## src/rtl/sparse_block_scheduler.sv

```systemverilog
// Sparse block scheduler: consumes block descriptors, skips all-zero blocks
// and sequences weight load, activation compute and array drain per block.
module sparse_block_scheduler #(
  parameter int N_ROWS = 8,
  parameter int N_COLS = 8,
  parameter int ADDR_W = 10,
  parameter int CNT_W  = 16
) (
  input  logic              clk,
  input  logic              rst,
  input  logic              start,
  input  logic [7:0]        cfg_k_len,
  output logic              busy,
  output logic              done,
  input  logic              desc_valid,
  output logic              desc_ready,
  input  logic              desc_zero,
  input  logic              desc_last,
  input  logic [ADDR_W-1:0] desc_wgt_addr,
  input  logic [ADDR_W-1:0] desc_act_addr,
  output logic              wgt_rd_en,
  output logic [ADDR_W-1:0] wgt_rd_addr,
  output logic              act_rd_en,
  output logic [ADDR_W-1:0] act_rd_addr,
  output logic              act_flush,
  output logic              load_weight,
  output logic              block_valid,
  output logic [CNT_W-1:0]  skip_count
);
  typedef enum logic [2:0] {
    IDLE, FETCH, LOAD, COMPUTE, DRAIN, DONE
  } state_t;

  localparam logic [7:0] LOAD_END  = 8'(N_ROWS - 1);
  localparam logic [7:0] DRAIN_END = 8'(N_COLS - 2);
  localparam bit         HAS_DRAIN = (N_COLS > 1);

  state_t     state;
  logic [7:0] k_len;
  logic [7:0] cnt;
  logic       last;

  always_ff @(posedge clk or posedge rst) begin
    if (rst) begin
      state       <= IDLE;
      k_len       <= '0;
      cnt         <= '0;
      last        <= 1'b0;
      busy        <= 1'b0;
      done        <= 1'b0;
      desc_ready  <= 1'b0;
      wgt_rd_en   <= 1'b0;
      wgt_rd_addr <= '0;
      act_rd_en   <= 1'b0;
      act_rd_addr <= '0;
      act_flush   <= 1'b0;
      load_weight <= 1'b0;
      block_valid <= 1'b0;
      skip_count  <= '0;
    end else begin
      // Array-side strobes track the buffers' one-cycle read latency
      done        <= 1'b0;
      load_weight <= wgt_rd_en;
      block_valid <= act_rd_en | act_flush;
      unique case (state)
        IDLE: begin
          if (start) begin
            k_len      <= (cfg_k_len == 8'd0) ? 8'd1 : cfg_k_len;
            skip_count <= '0;
            busy       <= 1'b1;
            desc_ready <= 1'b1;
            state      <= FETCH;
          end
        end
        FETCH: begin
          if (desc_valid && desc_ready) begin
            if (desc_zero) begin
              if (skip_count != '1)
                skip_count <= skip_count + CNT_W'(1);
              if (desc_last) begin
                desc_ready <= 1'b0;
                done       <= 1'b1;
                state      <= DONE;
              end
            end else begin
              last        <= desc_last;
              wgt_rd_addr <= desc_wgt_addr;
              act_rd_addr <= desc_act_addr;
              desc_ready  <= 1'b0;
              wgt_rd_en   <= 1'b1;
              cnt         <= '0;
              state       <= LOAD;
            end
          end
        end
        LOAD: begin
          if (cnt == LOAD_END) begin
            wgt_rd_en <= 1'b0;
            act_rd_en <= 1'b1;
            cnt       <= '0;
            state     <= COMPUTE;
          end else begin
            cnt         <= cnt + 8'd1;
            wgt_rd_addr <= wgt_rd_addr + ADDR_W'(1);
          end
        end
        COMPUTE: begin
          if (cnt == k_len - 8'd1) begin
            act_rd_en <= 1'b0;
            cnt       <= '0;
            if (HAS_DRAIN) begin
              act_flush <= 1'b1;
              state     <= DRAIN;
            end else if (last) begin
              done  <= 1'b1;
              state <= DONE;
            end else begin
              desc_ready <= 1'b1;
              state      <= FETCH;
            end
          end else begin
            cnt         <= cnt + 8'd1;
            act_rd_addr <= act_rd_addr + ADDR_W'(1);
          end
        end
        DRAIN: begin
          if (cnt == DRAIN_END) begin
            act_flush <= 1'b0;
            cnt       <= '0;
            if (last) begin
              done  <= 1'b1;
              state <= DONE;
            end else begin
              desc_ready <= 1'b1;
              state      <= FETCH;
            end
          end else begin
            cnt <= cnt + 8'd1;
          end
        end
        DONE: begin
          busy  <= 1'b0;
          state <= IDLE;
        end
        default: state <= IDLE;
      endcase
    end
  end
endmodule

```

## config.mk

```make
export PLATFORM = sky130hd
export DESIGN_NAME = sparse_block_scheduler
export DESIGN_NICKNAME = d
export VERILOG_FILES = /design/src/rtl/sparse_block_scheduler.sv
export SDC_FILE = /design/constraint.sdc
export NUM_CORES = 1
export LEC_CHECK = 0
export ABC_AREA = 1
export CAP_MARGIN = 30
export CORE_MARGIN = 10
export CORE_UTILIZATION = 25
export DETAILED_ROUTE_END_ITERATION = 7
export GPL_ROUTABILITY_DRIVEN = 0
export SLEW_MARGIN = 20
export SYNTH_ARGS = -nofsm -noshare
export SYNTH_HDL_FRONTEND = slang
export SYNTH_SLANG_ARGS = --single-unit
export TNS_END_PERCENT = 30
```

## constraint.sdc

```tcl
create_clock -name clk -period 4.75 [get_ports clk]
set_input_delay 0.475 -clock clk [delete_from_list [all_inputs] [get_ports clk]]
set_output_delay 0.475 -clock clk [all_outputs]
set_load 0.005 [all_outputs]
```

==> impl_metrics.env, run 1 <==
export IMPL_grt_usage_pct=10.5
export IMPL_ys_warnings_count=0
export IMPL_dp_cells=814
export IMPL_ir_drop_uv=250
export IMPL_grt_max_degree=37
export IMPL_post_cts_buffers=0
export IMPL_routedWlPerCell_um=13.1
export IMPL_core_area_um2=15300
export IMPL_synth_top_cells_by_area="dfrtp_1, nand2_1, nand3_1, inv_1, o21ai_0"
export IMPL_clkPwrFrac_pct=21.2
export IMPL_initial_core_util_pct=25.6
export IMPL_clk_latency_ns=0.33
export IMPL_rows=45
export IMPL_p_switching_mw=1.32
export IMPL_synth_edf_count=0
export IMPL_worst_slew_pin_slew_ns=0.613
export IMPL_setup_violations=0
export IMPL_ctsHoldBuffers=0
export IMPL_seq_power_share_pct=31.4
export IMPL_syn_nets=575
export IMPL_cp_top_family="simple AND/OR/NAND/NOR gates"
export IMPL_nNetsFinal=654
export IMPL_max_freq_mhz=420
export IMPL_clk_pin_slew_ns=0.05
export IMPL_endpoint="wgt_rd_addr[6]"
export IMPL_min_path_type="reg -> reg"
export IMPL_final_hold_violation_count=0
export IMPL_max_cap_violations=0
export IMPL_root_buffer="clkbuf_16"
export IMPL_multiInputGateArea_um2=2000
export IMPL_critPathLaunchType="flop"
export IMPL_synth_area_um2=3910
export IMPL_critPathKind="reg -> reg"
export IMPL_ys_seq_area_share_pct=41.0
export IMPL_area_delta_synth_final_pct=32.5
export IMPL_setup_tns_ns=0
export IMPL_r2r_slack_ns=2.37
export IMPL_grt_pass1_vias=3618
export IMPL_synth_main_ff_cell="dfrtp_1"
export IMPL_avgSynthCellArea_um2=7.30
export IMPL_dr_total_vias=3683
export IMPL_ys_seq_elements=64
export IMPL_nFillCells=1617
export IMPL_slew_headroom_pct=59.1
export IMPL_synth_fa_ha_area_share_pct=1.92
export IMPL_outcome="finished clean"
export IMPL_insertedDiodeCount=0
export IMPL_r2r_start="state[2]"
export IMPL_async_flop_share_pct=100
export IMPL_htree_levels=3
export IMPL_critical_path_buf_inv_count=3
export IMPL_cts_sinks=64
export IMPL_rsz0062_at_grt="no"
export IMPL_cp_arrival_ns=2.63
export IMPL_combPwrFrac_pct=47.4
export IMPL_ant_nets=0
export IMPL_synth_top_cell_area_share_pct=41.0
export IMPL_synth_largest_area_cell="dfrtp_1"
export IMPL_cts_tree="yes"
export IMPL_place_hpwl_um=8230
export IMPL_route_detailed_drc=0
export IMPL_fin_skew_ns=0.00691
export IMPL_crit_fanout=15
export IMPL_cpPeakStageDelay_ns=0.46
export IMPL_synth_compound_area_share_pct=11.7
export IMPL_clk_path_buf_depth=2
export IMPL_min_period_ns=2.38
export IMPL_maxSlewViolCount=0
export IMPL_synthSimpleGateAreaFrac_pct=33.2
export IMPL_cpMaxStageDelayCell="nor2_2"
export IMPL_critPathLaunch="state[2]"
export IMPL_p_leak_nw=2.36
export IMPL_drt_pass1_iterations=4
export IMPL_overflow=0
export IMPL_stdcell_count=829
export IMPL_die_h_um=145
export IMPL_layout_drive_gt1_share_pct=7.28
export IMPL_antenna_found_initial=0
export IMPL_end_kind="flop"
export IMPL_r2r_end="wgt_rd_addr[6]"
export IMPL_drt_iter0_drc=209
export IMPL_regArea_um2=1600
export IMPL_synthCells=535
export IMPL_r2r_cells=9
export IMPL_cts_resized=0
export IMPL_dieArea_um2=21000
export IMPL_die_w_um=145
export IMPL_crit_chain="inv_2 -> nand2_1 -> nor2_2 -> inv_1 -> nand2_1 -> nand2_2 -> inv_2 -> o21ai_0 -> a22oi_1"
export IMPL_p_sw_share_pct=42.6
export IMPL_vias_per_cell=4.44
export IMPL_ios=78
export IMPL_synthDistinctLibCells=42
export IMPL_routed_wl_um=10800
export IMPL_power_density_nw_per_um2=597
export IMPL_numCtsBuffers=9
export IMPL_synthMuxAreaShare_pct=0.256
export IMPL_synth_top_family_by_area="simple AND/OR/NAND/NOR gates"
export IMPL_crit_required_ns=5.00
export IMPL_synthXorXnorAreaFrac_pct=4.03
export IMPL_finalCritPeriodShare_pct=50.1
export IMPL_grt_pass1_wl_um=18600
export IMPL_p_int_mw=1.78
export IMPL_crit_cells=9
export IMPL_port_buffers=77
==> power by group through the flow <==
stage / registers, mW / clock network [mW] / logic, mW
final: 0.971 / 0.654 / 1.47
after global routing: 1.01 / 0.694 / 1.69
after CTS: 0.974 / 0.671 / 1.49
after detailed placement: 0.983 / 0 / 1.48
after global placement: 0.983 / 0 / 1.47
after floorplan: 0.924 / 0 / 1.03
==> cell usage after synthesis (4+ instances only) <==
cell type	instances
nor2_2	8
nand4_1	10
nand2_2	5
inv_1	59
o21ai_1	5
inv_2	5
dfrtp_1	64
nor2_1	34
o31ai_1	7
a21oi_1	19
o21ai_0	33
xor2_1	15
ha_1	6
nand2_1	161
nor3_1	12
nand3_1	46
or2_2	4
==> layout by cell type, fill, tap and decap left out, types with 4 or more instances in the layout <==
cell type        instances
nor2_2                   8
dfrtp_1                 64
inv_2                    6
or2_2                    4
o21ai_1                  5
ha_1                     6
clkbuf_16                9
nand3_1                 46
nor3_1                  12
xor2_1                  15
nand2_1                161
nand4_1                 10
clkdlybuf4s50_1         77
nor2_1                  34
a21oi_1                 19
inv_1                   58
o31ai_1                  7
o21ai_0                 33
nand2_2                  5
==> flip-flops by register name, indices dropped and copies added (netlist names), 3 cells and up <==
| signal | count |
|---|---|
| skip_count | 16 |
| act_rd_addr | 10 |
| cnt | 8 |
| wgt_rd_addr | 10 |
| k_len | 8 |
| state | 3 |
==> worst min path at each step <==
stage / end / startpoint / cells after the start
after floorplan: load_weight / wgt_rd_en / 0
after global placement: load_weight / wgt_rd_en / 0
after detailed placement: load_weight / wgt_rd_en / 0
after CTS: load_weight / wgt_rd_en / 0
after global routing: load_weight / wgt_rd_en / 0
final: load_weight / wgt_rd_en / 0
==> through the flow <==
stage          instance area (µm²)  total power, mW  hold WS [ns]  utilization [%]  setup slack (ns)
2_1_floorplan                 3910             1.96         0.396                -              2.68
3_3_place_gp                  4890             2.45         0.424             32.0              2.38
3_5_place_dp                  4890             2.47         0.420             32.0              2.34
4_1_cts                       5180             3.14         0.434             33.9              2.35
5_1_grt                       5180             3.40         0.458             33.9              2.03
6_report                      5180             3.09         0.426             33.9              2.37
==> logic make-up after synthesis <==
logic type,count (synthesis)
AOI/OAI and AO/OA,80
adders and majority gates,6
and+or+nand+nor,291
buffers and inverters,75
muxes,1
xor gates and xnor gates,18
DFF,64
==> routing by layer <==
layer | GRT usage, % | vias up | part of all wire [%] | routed length [µm]
li1 | - | 1903 | - | -
met1 | 13.7 | 1698 | 48 | 5160
met5 | 0 | - | 0 | 0
met4 | 3.73 | 0 | 1.3 | 144
met3 | 2.17 | 9 | 3.7 | 397
met2 | 16.8 | 73 | 47 | 5120
==> final cells by class <==
type	count	area share (%)
multi-input combinational	396	38.6
sequential	64	30.9
timing repair buffer	78	15.0
tap	211	5.10
clock buffer	12	4.76
inverter	65	4.76
clock inverter	3	0.821
(Power assumes the default switching activity.)
==> run 2, diff against run 1 <==
Clock period 4.75 ns to 2.1 ns, I/O delays scaled along.
==> run 2 against run 1 <==
Total power up 140%. Sequential share of layout area down 0.77 points. Clock power up 150%. Core utilization up 0.86 points. Maximum frequency up 28%. Sequential power up 130%. Die area unchanged. Worst setup slack worse by 2.1 ns. Cell count up 1.4%. Critical path type unchanged. Largest cell class unchanged. Critical path depth up 5.
==> impl_metrics.env, run 2 (synthesis gave the netlist of run 1 again) <==
export IMPL_ant_nets=0
export IMPL_route_detailed_drc=0
export IMPL_total_power_mw=7.30
export IMPL_dr_wl_met3_um=415
export IMPL_insertedDiodeCount=0
export IMPL_overflow=0
export IMPL_grt_pass1_vias=3688
export IMPL_critPathKind="reg -> reg"
export IMPL_r2r_start="k_len[0]"
export IMPL_fin_skew_ns=0.00681
export IMPL_antenna_found_initial=0
export IMPL_final_hold_violation_count=0
export IMPL_drt_iter0_drc=207
export IMPL_rsz0062_at_grt="no"
export IMPL_grt_usage_pct=10.5
export IMPL_place_hpwl_um=8370
export IMPL_port_buffers=77
export IMPL_numCtsBuffers=9
export IMPL_nNetsFinal=665
export IMPL_largest_reg_flops=16
export IMPL_ir_drop_uv=408
export IMPL_layout_commonest_cell="nand2_1"
export IMPL_cp_top_family="simple AND/OR/NAND/NOR gates"
export IMPL_maxSlewViolCount=0
export IMPL_clk_pin_slew_ns=0.06
export IMPL_htree_levels=3
export IMPL_crit_chain="inv_1 -> ha_1 -> inv_1 -> nand2_1 -> nand2_1 -> nor2_1 -> nand3_1 -> nor2_2 -> nand3_1 -> nand2_1 -> buf_4 -> nand3_1 -> nand2_1 -> nand2_1"
export IMPL_r2r_cells=14
export IMPL_nFillCells=1615
export IMPL_clk_latency_ns=0.33
export IMPL_p_leak_nw=2.43
export IMPL_outcome="finished clean"
export IMPL_vias_per_cell=4.48
export IMPL_worst_slew_pin_slew_ns=0.506
export IMPL_layout_drive_gt1_share_pct=9.37
export IMPL_crit_path_frequent_cell="nand2_1"
export IMPL_cpMaxStageDelayCell="dfrtp_1"
export IMPL_met1_length_um=5270
export IMPL_post_cts_buffers=0
export IMPL_cts_tree="yes"
export IMPL_finalCritPeriodShare_pct=88.7
export IMPL_final_cell_mix="nand2_1, clkdlybuf4s50_1, dfrtp_1"
export IMPL_area_delta_synth_final_pct=35.9
export IMPL_power_density_nw_per_um2=1380
export IMPL_cp_arrival_ns=2.08
export IMPL_ctsHoldBuffers=0
export IMPL_cpPeakStageDelay_ns=0.39
export IMPL_critPathLaunch="k_len[0]"
export IMPL_dieArea_um2=21000
export IMPL_root_buffer="clkbuf_16"
export IMPL_top_layer="met4"
export IMPL_grt_max_degree=65
export IMPL_crit_fanout=6
export IMPL_grt_pass1_wl_um=18600
export IMPL_crit_required_ns=2.32
export IMPL_top_regs="skip_count: 16 flops, act_rd_addr: 10 flops, wgt_rd_addr: 10 flops"
export IMPL_critical_path_buf_inv_count=3
export IMPL_min_path_type="in -> async"
export IMPL_max_freq_mhz=537
export IMPL_cts_sinks=64
export IMPL_dr_total_vias=3770
export IMPL_holdWs_ns=0.291
export IMPL_max_cap_violations=0
export IMPL_clk_path_buf_depth=2
export IMPL_place_area_um2=4980
export IMPL_routed_wl_um=11000
export IMPL_end_kind="flop"
export IMPL_routedWlPerCell_um=13.1
export IMPL_slew_headroom_pct=66.0
export IMPL_rows=45
export IMPL_core_area_um2=15300
export IMPL_die_h_um=145
export IMPL_critPathLaunchType="flop"
export IMPL_fin_area_um2=5310
export IMPL_die_w_um=145
export IMPL_top_register="skip_count"
export IMPL_drt_pass1_iterations=5
export IMPL_ios=78
export IMPL_initial_core_util_pct=25.6
export IMPL_crit_cells=14
export IMPL_setup_violations=0
export IMPL_setup_tns_ns=0
export IMPL_min_period_ns=1.86
export IMPL_wl_met2_um=5250
## run 2: cell types whose count changed in the layout (fill, tap and decap cells not counted)
cell,change
buf_4,+10
buf_12,+1
bufinv_16,+1
nand2_2,+1
clkinvlp_4,+1
nand2_1,-1
clkbuf_1,-1
## run 2: tightest hold or removal path: cells and delay by family
kind / cells / cell delay, ns
buffers and inverters: 3 / 0.81
## run 2: path summary, 6_finish.rpt
kind,slack (ns),to
worst max-delay path,0.24,state[0]
max in group asynchronous,1.53,cnt[7]
worst min-delay path,0.29,skip_count[12]
min in group clk,0.42,load_weight
worst max register to register,0.24,state[0]
worst min register to register,0.42,load_weight
## run 2: layout make-up
class                   instances  area, µm²  share of cell area, %
multi-input cells             396       2000                   37.7
flip-flops and latches         64       1600                   30.2
repair buffers                 89        873                   16.4
well taps                     211        264                   4.97
inverters                      65        246                   4.64
clock buffers                  11        243                   4.57
clock inverters                 5       80.1                   1.51
## run 2: power breakdown
group | switching (mW) | total (mW) | internal (mW)
clock | 0.554 | 1.62 | 1.07
combinational | 1.98 | 3.48 | 1.50
sequential | 0.513 | 2.20 | 1.69
total | 3.05 | 7.30 | 4.26
## run 2: what timing repair did
item / CTS / global route
endpoints found under the hold margin: 0 / 0
setup endpoints to repair: 0 / 3
resized for setup: 0 / 1
## run 2: through the flow
stage / setup WS, ns / std cells / util [%]
floorplan: 0.285 / 535 / -
global placement: 0.224 / 825 / 32.7
detailed placement: 0.194 / 825 / 32.7
CTS: 0.179 / 841 / 34.8
global route: 0.0287 / 841 / 34.8
finish: 0.238 / 841 / 34.8
## run 2: metal layers
metal  vias to the layer above  GRT usage (%)
met1                      1741           13.4
met5                         -              0
met2                        81           17.1
met3                         7           2.08
li1                       1941              -
met4                         0           3.78
==> run 3, diff against run 2 <==
Settings changed: CORE_ASPECT_RATIO set to 0.5, SKIP_CTS_REPAIR_TIMING set to 1.
Clock period 2.1 ns to 1.7 ns, I/O delays scaled along.
==> run 3 against run 2 <==
Via count increased by 2.9%. Sequential cell count unchanged. The run now ends with setup timing left. Highest routed layer unchanged. Total power grew 33%. Count of clock-buffer cells in the layout shrank 2. Routed wire length is 1.9% higher.
==> impl_metrics.env, run 3 (synthesis gave the netlist of run 1 again) <==
export IMPL_core_area_um2=15400
export IMPL_crit_required_ns=1.91
export IMPL_critical_path_buf_inv_count=3
export IMPL_port_buffers=77
export IMPL_setup_ws_ns=-0.0550
export IMPL_place_area_um2=5300
export IMPL_r2r_cells=12
export IMPL_top_regs="skip_count: 16 flops, act_rd_addr: 10 flops, wgt_rd_addr: 10 flops"
export IMPL_grt_max_degree=65
export IMPL_min_period_ns=1.76
export IMPL_dr_wl_met3_um=222
export IMPL_max_freq_mhz=570
export IMPL_max_cap_violations=0
export IMPL_place_hpwl_um=8550
export IMPL_multiInputGateArea_um2=2170
export IMPL_layout_commonest_cell="nand2_1"
export IMPL_cts_sinks=64
export IMPL_p_leak_nw=2.64
export IMPL_routed_wl_um=11200
export IMPL_met1_length_um=5190
export IMPL_root_buffer="clkbuf_16"
export IMPL_route_detailed_drc=0
export IMPL_slew_headroom_pct=67.3
export IMPL_worst_slew_pin_slew_ns=0.486
export IMPL_initial_core_util_pct=25.4
export IMPL_r2r_start="k_len[1]"
export IMPL_layout_drive_gt1_share_pct=19.6
export IMPL_overflow=0
export IMPL_rows=32
export IMPL_fin_skew_ns=0.0102
export IMPL_crit_fanout=4
export IMPL_dieArea_um2=21300
export IMPL_r2r_slack_ns=-0.06
export IMPL_wl_met2_um=5760
export IMPL_area_delta_synth_final_pct=47.7
export IMPL_insertedDiodeCount=0
export IMPL_top_layer="met4"
export IMPL_ios=78
export IMPL_antenna_found_initial=0
export IMPL_critPathLaunchType="flop"
export IMPL_grt_pass1_wl_um=18000
export IMPL_dp_worst_setup_slack_ns=-0.125
export IMPL_rsz0062_at_grt="yes"
export IMPL_critPathKind="reg -> reg"
export IMPL_outcome="finished, violations left"
export IMPL_nNetsFinal=708
export IMPL_crit_chain="inv_2 -> ha_4 -> inv_2 -> nand2_2 -> nand2_1 -> nor2_1 -> nand3_1 -> nor2_4 -> nand4_4 -> buf_4 -> nand3_1 -> nand2_1"
export IMPL_power_density_nw_per_um2=1680
export IMPL_cts_tree="yes"
export IMPL_top_register="skip_count"
export IMPL_grt_pass1_vias=3713
export IMPL_nFillCells=1617
export IMPL_regArea_um2=1600
export IMPL_clk_latency_ns=0.33
export IMPL_maxSlewViolCount=0
export IMPL_clk_path_buf_depth=2
export IMPL_htree_levels=3
export IMPL_die_h_um=108
export IMPL_vias_per_cell=4.42
export IMPL_die_w_um=197
export IMPL_violations="setup timing"
export IMPL_fin_area_um2=5770
export IMPL_final_cell_mix="nand2_1, clkdlybuf4s50_1, dfrtp_1"
export IMPL_drt_iter0_drc=219
export IMPL_finalCritPeriodShare_pct=103
export IMPL_ant_nets=0
export IMPL_final_hold_violation_count=0
export IMPL_clk_pin_slew_ns=0.06
export IMPL_cpMaxStageDelayCell="dfrtp_1"
export IMPL_setup_violations=21
export IMPL_cpPeakStageDelay_ns=0.35
export IMPL_grt_usage_pct=10.2
export IMPL_dr_total_vias=3879
export IMPL_cp_arrival_ns=1.97
export IMPL_end_kind="flop"
export IMPL_drt_pass1_iterations=4
export IMPL_cp_top_family="simple AND/OR/NAND/NOR gates"
export IMPL_largest_reg_flops=16
export IMPL_numCtsBuffers=9
export IMPL_r2r_end="act_rd_addr[7]"
export IMPL_ir_drop_uv=539
export IMPL_min_path_type="in -> async"
export IMPL_routedWlPerCell_um=12.8
[run 3: cell types whose count changed in the layout (fill, tap and decap cells not counted), moves of 6 or more]
cell,previous run,this run
buf_4,11,51
nand2_1,160,150
nand2_2,6,12
nand3_1,46,39
nand3_2,0,6
o21ai_0,33,24
o21ai_1,5,13
[run 3: tightest hold or removal path: stages]
cell             delay [ns]
clkdlybuf4s50_1        0.44
clkinvlp_4             0.10
buf_12                 0.29
[run 3: worst max path at each step]
| stage | start | endpoint | slack, ns | depth (start not counted) |
|---|---|---|---|---|
| after floorplan | k_len[0] | act_rd_addr[9] | -0.02 | 12 |
| after global placement | k_len[1] | cnt[6] | -0.07 | 13 |
| after detailed placement | k_len[1] | cnt[7] | -0.13 | 11 |
| after CTS | k_len[1] | cnt[7] | -0.13 | 11 |
| after global routing | k_len[0] | cnt[0] | -0.20 | 13 |
| final | k_len[1] | act_rd_addr[7] | -0.06 | 12 |
[run 3: where the power goes]
group	total [mW]	internal, mW	switching [mW]	leakage [nW]
combinational	5.37	2.48	2.88	1.69
clock	1.68	0.984	0.695	0.135
sequential	2.66	2.08	0.575	0.816
total	9.70	5.55	4.15	2.64
[run 3: per-layer routing]
layer	GRT usage [%]	up-vias
met5	0	-
met4	3.16	0
met2	17.9	49
met1	12.6	1806
met3	1.77	6
li1	-	2018
[run 3: area by class of cell]
| type | instances | share of cell area, % |
|---|---|---|
| Sequential cell | 64 | 27.7 |
| Timing Repair Buffer | 132 | 21.1 |
| Tap cell | 204 | 4.42 |
| Inverter | 65 | 4.42 |
| Multi-Input combinational cell | 396 | 37.6 |
| Clock inverter | 7 | 0.845 |
| Clock buffer | 9 | 3.90 |
[run 3: stage by stage]
stage          total power, mW  hold slack (ns)  setup TNS (ns)  std cells  utilization, %
2_1_floorplan             5.51            0.287         -0.0392        535               -
3_3_place_gp              7.56            0.414          -0.481        857            34.5
3_5_place_dp              7.63            0.422           -1.07        857            34.5
4_1_cts                   9.37            0.312           -1.35        873            36.2
5_1_grt                   10.6            0.321           -4.51        877            37.5
6_report                  9.70            0.280          -0.689        877            37.5
